File: config.mk
export PLATFORM = sky130hd
export DESIGN_NAME = lb_slv_regfile
export DESIGN_NICKNAME = d
export VERILOG_FILES = /design/src/rtl/lb_slv_regfile.sv
export SDC_FILE = /design/constraint.sdc
export NUM_CORES = 1
export LEC_CHECK = 0
export BUFFER_PORTS_ARGS = -buffer_cell sky130_fd_sc_hd__buf_4
export CAP_MARGIN = 5
export CORE_MARGIN = 1.5
export CORE_UTILIZATION = 43
export DETAILED_ROUTE_END_ITERATION = 12
export PLACE_DENSITY = 0.78
export SYNTH_ARGS = -nofsm -noshare
export SYNTH_HDL_FRONTEND = slang
export SYNTH_SLANG_ARGS = --single-unit
File: constraint.sdc
create_clock -name lb_clk -period 3.1 [get_ports lb_clk]
set_input_delay 0 -clock lb_clk [delete_from_list [all_inputs] [get_ports lb_clk]]
set_output_delay 0 -clock lb_clk [all_outputs]
set_load 0.1 [all_outputs]
File: src/rtl/lb_slv_regfile.sv
// Local-bus slave register bank: version, scratch, control, W1C irq status/mask, tick counter.
// Single-cycle requests, registered acks; reads see the values held before a same-cycle write.
module lb_slv_regfile #(
    parameter int                      LB_DATA_WDTH = 32,
    parameter int                      LB_ADDR_WDTH = 32,
    parameter logic [LB_ADDR_WDTH-1:0] BASE_ADDR    = 32'h0000_1000,
    parameter int                      IRQ_NUM      = 8,
    parameter logic [LB_DATA_WDTH-1:0] VERSION      = 32'h2020_0303
) (
    input  logic                    lb_clk,
    input  logic                    lb_rst,
    input  logic                    lb_wreq,
    input  logic [LB_ADDR_WDTH-1:0] lb_waddr,
    input  logic [LB_DATA_WDTH-1:0] lb_wdata,
    output logic                    lb_wack,
    input  logic                    lb_rreq,
    input  logic [LB_ADDR_WDTH-1:0] lb_raddr,
    output logic [LB_DATA_WDTH-1:0] lb_rdata,
    output logic                    lb_rack,
    input  logic [IRQ_NUM-1:0]      irq_src,
    output logic [30:0]             ctrl_out,
    output logic                    soft_rst,
    output logic                    irq_out
);

    logic                    whit, rhit;
    logic [7:0]              woff, roff;
    logic [LB_DATA_WDTH-1:0] rd_val;

    logic [LB_DATA_WDTH-1:0] scratch_q, scratch_d;
    logic [30:0]             ctrl_q, ctrl_d;
    logic [IRQ_NUM-1:0]      status_q, status_d;
    logic [IRQ_NUM-1:0]      mask_q, mask_d;
    logic [IRQ_NUM-1:0]      prev_q, prev_d;
    logic [LB_DATA_WDTH-1:0] tick_q, tick_d;
    logic                    wack_q, wack_d;
    logic                    rack_q, rack_d;
    logic [LB_DATA_WDTH-1:0] rdata_q, rdata_d;
    logic                    soft_q, soft_d;
    logic                    irq_q, irq_d;

    assign whit = lb_wreq && (lb_waddr[LB_ADDR_WDTH-1:8] == BASE_ADDR[LB_ADDR_WDTH-1:8]);
    assign rhit = lb_rreq && (lb_raddr[LB_ADDR_WDTH-1:8] == BASE_ADDR[LB_ADDR_WDTH-1:8]);
    assign woff = lb_waddr[7:0];
    assign roff = lb_raddr[7:0];

    // Read mux; misaligned offsets fall through to the default pattern.
    always_comb begin
        rd_val = '0;
        case (roff)
            8'h00:   rd_val = VERSION;
            8'h04:   rd_val = scratch_q;
            8'h08:   rd_val[30:0] = ctrl_q;
            8'h0C:   rd_val[IRQ_NUM-1:0] = status_q;
            8'h10:   rd_val[IRQ_NUM-1:0] = mask_q;
            8'h14:   rd_val[IRQ_NUM-1:0] = irq_src;
            8'h18:   rd_val = tick_q;
            default: rd_val = LB_DATA_WDTH'(32'hDEAD_BEEF);
        endcase
    end

    always_comb begin
        scratch_d = scratch_q;
        ctrl_d    = ctrl_q;
        status_d  = status_q;
        mask_d    = mask_q;
        prev_d    = irq_src;
        tick_d    = tick_q + 1'b1;
        wack_d    = whit;
        rack_d    = rhit;
        rdata_d   = '0;
        soft_d    = 1'b0;
        irq_d     = |(status_q & mask_q);
        if (whit) begin
            case (woff)
                8'h04: scratch_d = lb_wdata;
                8'h08: begin
                    ctrl_d = lb_wdata[30:0];
                    soft_d = lb_wdata[31];
                end
                8'h0C:   status_d = status_q & ~lb_wdata[IRQ_NUM-1:0];
                8'h10:   mask_d = lb_wdata[IRQ_NUM-1:0];
                8'h18:   tick_d = '0;
                default: ;
            endcase
        end
        // New edges are applied after the clear so a coincident set wins.
        status_d = status_d | (irq_src & ~prev_q);
        if (rhit) begin
            rdata_d = rd_val;
        end
    end

    always_ff @(posedge lb_clk) begin
        if (lb_rst) begin
            scratch_q <= '0;
            ctrl_q    <= '0;
            status_q  <= '0;
            mask_q    <= '0;
            prev_q    <= '0;
            tick_q    <= '0;
            wack_q    <= 1'b0;
            rack_q    <= 1'b0;
            rdata_q   <= '0;
            soft_q    <= 1'b0;
            irq_q     <= 1'b0;
        end else begin
            scratch_q <= scratch_d;
            ctrl_q    <= ctrl_d;
            status_q  <= status_d;
            mask_q    <= mask_d;
            prev_q    <= prev_d;
            tick_q    <= tick_d;
            wack_q    <= wack_d;
            rack_q    <= rack_d;
            rdata_q   <= rdata_d;
            soft_q    <= soft_d;
            irq_q     <= irq_d;
        end
    end

    assign lb_wack  = wack_q;
    assign lb_rack  = rack_q;
    assign lb_rdata = rdata_q;
    assign ctrl_out = ctrl_q;
    assign soft_rst = soft_q;
    assign irq_out  = irq_q;

endmodule

==> impl_metrics.prom <==
# TYPE chip_impl_metric gauge
chip_impl_info{name="run_status",value="finished, final reports clean"} 1
chip_impl_metric{name="drcViolationCount",unit=""} 0
chip_impl_metric{name="worst_skew_pair.late_latency",unit="ns"} 0.42
chip_impl_metric{name="synth_sequential_area_ratio",unit=""} 0.4860
chip_impl_metric{name="path_depth",unit=""} 9
chip_impl_metric{name="max_cap_violations",unit=""} 0
chip_impl_metric{name="die_w",unit="um"} 124.9
chip_impl_info{name="cts_tree",value="yes"} 1
chip_impl_metric{name="effective_utilization_at_floorplan",unit=""} 0.4393
chip_impl_metric{name="area_delta_synth_final",unit="%"} 40.86
chip_impl_metric{name="layout_fillers",unit=""} 1220
chip_impl_metric{name="core_area",unit="sq um"} 14530
chip_impl_info{name="timing_worst_setup_path_type",value="in -> reg"} 1
chip_impl_metric{name="insertedDiodeCount",unit=""} 0
chip_impl_metric{name="clock_sinks",unit=""} 155
chip_impl_info{name="crit_path_frequent_cell",value="sky130_fd_sc_hd__dlygate4sd3_1"} 1
chip_impl_metric{name="fmaxAchievable",unit="MHz"} 384.6
chip_impl_info{name="cp_max_stage_cell",value="sky130_fd_sc_hd__and4_2"} 1
chip_impl_info{name="holdCritPathClass",value="in -> reg"} 1
chip_impl_metric{name="synthCells",unit=""} 713
chip_impl_metric{name="reg2regPathDepth",unit=""} 5
chip_impl_info{name="rsz0062_at_grt",value="no"} 1
chip_impl_metric{name="nets",unit=""} 1040
chip_impl_metric{name="fin_cells",unit=""} 1125
chip_impl_metric{name="finalSetupViolCount",unit=""} 0
chip_impl_metric{name="muxShareOfSynthArea",unit=""} 0.07211
chip_impl_metric{name="drt-total-wl",unit="um"} 19430
chip_impl_metric{name="grt_first_pass_wirelength",unit="um"} 31150
chip_impl_info{name="worst_path_dominant_cell_family",value="buffers and inverters"} 1
chip_impl_metric{name="grt_pass1_vias",unit=""} 6189
chip_impl_metric{name="critical_path_required",unit="ns"} 3.40
chip_impl_metric{name="path_clk_slew",unit="ns"} 0.06
chip_impl_info{name="synth.area.top_cells",value="sky130_fd_sc_hd__dfxtp_1 (49%), sky130_fd_sc_hd__mux2i_1 (7.2%), sky130_fd_sc_hd__nor2_1 (5.5%)"} 1
chip_impl_metric{name="synth_fp_nets",unit=""} 822
chip_impl_metric{name="total_power",unit="mW"} 4.261
chip_impl_metric{name="cts_repair_resize_count",unit=""} 0
chip_impl_metric{name="vdd.ir_drop.worst",unit="V"} 0.0003442
chip_impl_metric{name="final.setup_skew",unit="ns"} 0.01196
chip_impl_metric{name="detail_route.first_pass.iterations",unit=""} 5
chip_impl_metric{name="cellLeakagePower",unit="nW"} 3.616
chip_impl_metric{name="slew_violations",unit=""} 0
chip_impl_metric{name="ctsLongestPathBuffers",unit=""} 2
chip_impl_metric{name="critPathBufInv",unit=""} 4
chip_impl_info{name="worst_hold_startpoint",value="lb_raddr[1]"} 1
chip_impl_metric{name="layout.area.seq",unit="sq um"} 3103
chip_impl_metric{name="synth.ff_latch_count",unit=""} 155
chip_impl_metric{name="setup_tns",unit="ns"} 0
chip_impl_metric{name="synth-warning-count",unit=""} 0
chip_impl_metric{name="mappedNetlistArea",unit="sq um"} 6385
chip_impl_info{name="worst_setup_path_startpoint",value="lb_waddr[30]"} 1
chip_impl_info{name="layout.cells.most_common",value="sky130_fd_sc_hd__buf_4"} 1
chip_impl_metric{name="global_route.overflow_total",unit=""} 0
chip_impl_metric{name="buffer_ports.inserted",unit=""} 174
chip_impl_metric{name="max-slew-margin-rel",unit=""} 0.3680
chip_impl_metric{name="pin_count",unit=""} 175
chip_impl_metric{name="min_path_cells",unit=""} 3
chip_impl_metric{name="route.antenna.remaining_nets",unit=""} 0
chip_impl_metric{name="row_count",unit=""} 44
chip_impl_metric{name="dr_total_vias",unit=""} 6242
chip_impl_metric{name="hpwl",unit="um"} 12500
chip_impl_info{name="cp-end-kind",value="flop"} 1
chip_impl_metric{name="dr.first_iter.drc_count",unit=""} 520
chip_impl_metric{name="largest_net_degree_at_the_start_of_global_routing",unit=""} 62
chip_impl_metric{name="antenna_found_initial",unit=""} 0
chip_impl_metric{name="timing_hold_violations_final",unit=""} 0
chip_impl_info{name="crit_path_cells",value="dlygate4sd3_1, buf_4, nor4_1, and3_1, and4_2, buf_12, mux2i_1, nor2_1, dlygate4sd3_1"} 1
chip_impl_metric{name="critical_path.max_fanout",unit=""} 21
chip_impl_metric{name="dpl.cell_count",unit=""} 1033
chip_impl_metric{name="yosys.area_share.adder",unit=""} 0.001960
chip_impl_metric{name="fin_crit_sh",unit=""} 0.8388
chip_impl_metric{name="synth_compound_area_frac",unit=""} 0.1305
chip_impl_metric{name="grt_usage",unit=""} 0.2496
chip_impl_metric{name="fp.dieArea",unit="sq um"} 15590
chip_impl_info{name="mostFrequentLayoutCells",value="sky130_fd_sc_hd__buf_4 (184), sky130_fd_sc_hd__dfxtp_1 (155), sky130_fd_sc_hd__nor2_1 (93)"} 1
chip_impl_info{name="crit-reg2reg-launch",value="tick_q[2]"} 1
chip_impl_metric{name="synth_simple_gate_area_share",unit=""} 0.2275
chip_impl_metric{name="die_y",unit="um"} 124.9
chip_impl_info{name="synth_top_family_by_area",value="simple AND/OR/NAND/NOR gates"} 1
chip_impl_info{name="synth_top_cell_by_area",value="sky130_fd_sc_hd__dfxtp_1"} 1
chip_impl_info{name="cts_root_buffer",value="sky130_fd_sc_hd__clkbuf_16"} 1
chip_impl_info{name="start_kind",value="input pin"} 1
chip_impl_metric{name="yosys.area_share.xor_xnor",unit=""} 0.04115
chip_impl_metric{name="tritoncts.num_buffers",unit=""} 17
chip_impl_metric{name="tightest_slew",unit="ns"} 0.9416
chip_impl_metric{name="place.gp.congestion",unit=""} 0.8535
chip_impl_metric{name="clock_tree.htree_level_count",unit=""} 4
chip_impl_metric{name="power_density",unit="nW/um^2"} 473.8
chip_impl_metric{name="routed_wire_length_per_instance",unit="um"} 17.27
chip_impl_metric{name="crit_path_max_incr_delay",unit="ns"} 0.57
chip_impl_metric{name="synth.avg_cell_area",unit="sq um"} 8.955
chip_impl_metric{name="post-cts-setup-buffer-count",unit=""} 0
chip_impl_metric{name="drive_gt1_frac",unit=""} 0.2370
chip_impl_metric{name="crit_arrival",unit="ns"} 2.90
chip_impl_metric{name="area_taken_by_multi_input_logic_gates",unit="sq um"} 3042
chip_impl_metric{name="period_minus_slack",unit="ns"} 2.600
chip_impl_metric{name="post_synth_num_cell_types",unit=""} 44
chip_impl_metric{name="vias_per_cell",unit=""} 5.548
chip_impl_metric{name="synth.top_cell.area_share",unit=""} 0.4860
-- synth_stat cells, drive strengths merged --
library cell  number
dfxtp            155
nor2              94
nand2             88
a21oi             63
mux2i             46
clkbuf            27
buf               22
nor2b             20
a221oi            19
xor2              19
nand4             17
nand3             16
nand2b            13
xnor2             11
and3              10
nor3              10
a22oi              9
a31oi              9
and4               9
inv                9
a311oi             8
nor4               8
a222oi             5
nor4b              4
or4                4
and2               3
a2111oi            2
a32oi              2
o21ai              2
a21boi             1
a41oi              1
and3b              1
ha                 1
nor3b              1
o21bai             1
o22ai              1
o31ai              1
or2                1
-- path summary, 6_finish.rpt --
check / slack (ns) / end
min reg2reg: 0.45 / scratch_q[27]
min: 0.04 / lb_rdata[1]
max reg2reg: 1.30 / tick_q[23]
max: 0.50 / ctrl_out[29]
-- cell type report --
class,count,area share
well taps,184,0.02560
clock buffers,23,0.05426
multi-input cells,500,0.3382
repair buffers,248,0.2259
inverters,9,0.003756
clock inverters,6,0.007234
flip-flops and latches,155,0.3450
-- state kept, by name, indices dropped and copies added, names as in the netlist --
signal     count
ctrl_out      31
irq_out        1
lb_rack        1
lb_rdata      32
lb_wack        1
mask_q         8
prev_q         8
scratch_q     32
soft_rst       1
status_q       8
tick_q        32
-- kinds of logic after synthesis --
| kind of cell | after synthesis |
|---|---|
| buffers and inverters | 58 |
| xor gates and xnor gates | 30 |
| DFF | 155 |
| and+or+nand+nor | 299 |
| adders and majority gates | 1 |
| muxes | 46 |
| AOI/OAI and AO/OA | 124 |
-- report_power, final --
part | internal [mW] | leakage, nW | switching, mW
registers | 2.01 | 1.25 | 0.0155
clock network | 1.18 | 0.271 | 0.776
logic | 0.170 | 2.09 | 0.116
-- stage by stage --
| stage | util | hold slack [ns] | area [sq um] | setup WS (ns) |
|---|---|---|---|---|
| 2_1_floorplan | - | 0.1093 | 6385 | 1.346 |
| 3_3_place_gp | 0.5374 | 0.2272 | 7810 | 0.8865 |
| 3_5_place_dp | 0.5374 | 0.2303 | 7810 | 0.8189 |
| 4_1_cts | 0.6188 | 0.02154 | 8994 | 0.5981 |
| 5_1_grt | 0.6188 | 0.03399 | 8994 | 0.3457 |
| 6_report | 0.6188 | 0.04124 | 8994 | 0.4998 |
-- metal layers --
metal / share of wire / GRT usage / routed length [um] / vias up
li1: - / - / - / 2944
met1: 0.41 / 0.2981 / 7987 / 3014
met2: 0.50 / 0.4257 / 9697 / 247
met3: 0.059 / 0.05713 / 1152 / 37
met4: 0.030 / 0.1156 / 588 / 0
met5: 0 / 0 / 0 / -
-- tightest hold or removal path, cell delays in order --
cell and delay, ns:
sky130_fd_sc_hd__buf_4 0.09, sky130_fd_sc_hd__nor2_1 0.07, sky130_fd_sc_hd__a31oi_1 0.23
-- what timing repair did --
| action | in CTS | in global routing |
|---|---|---|
| endpoints found under the setup margin | 0 | 0 |
| hold buffers | 63 | 0 |
| endpoints found under the hold margin | 95 | 0 |
Power figures use the tool's default switching activity.
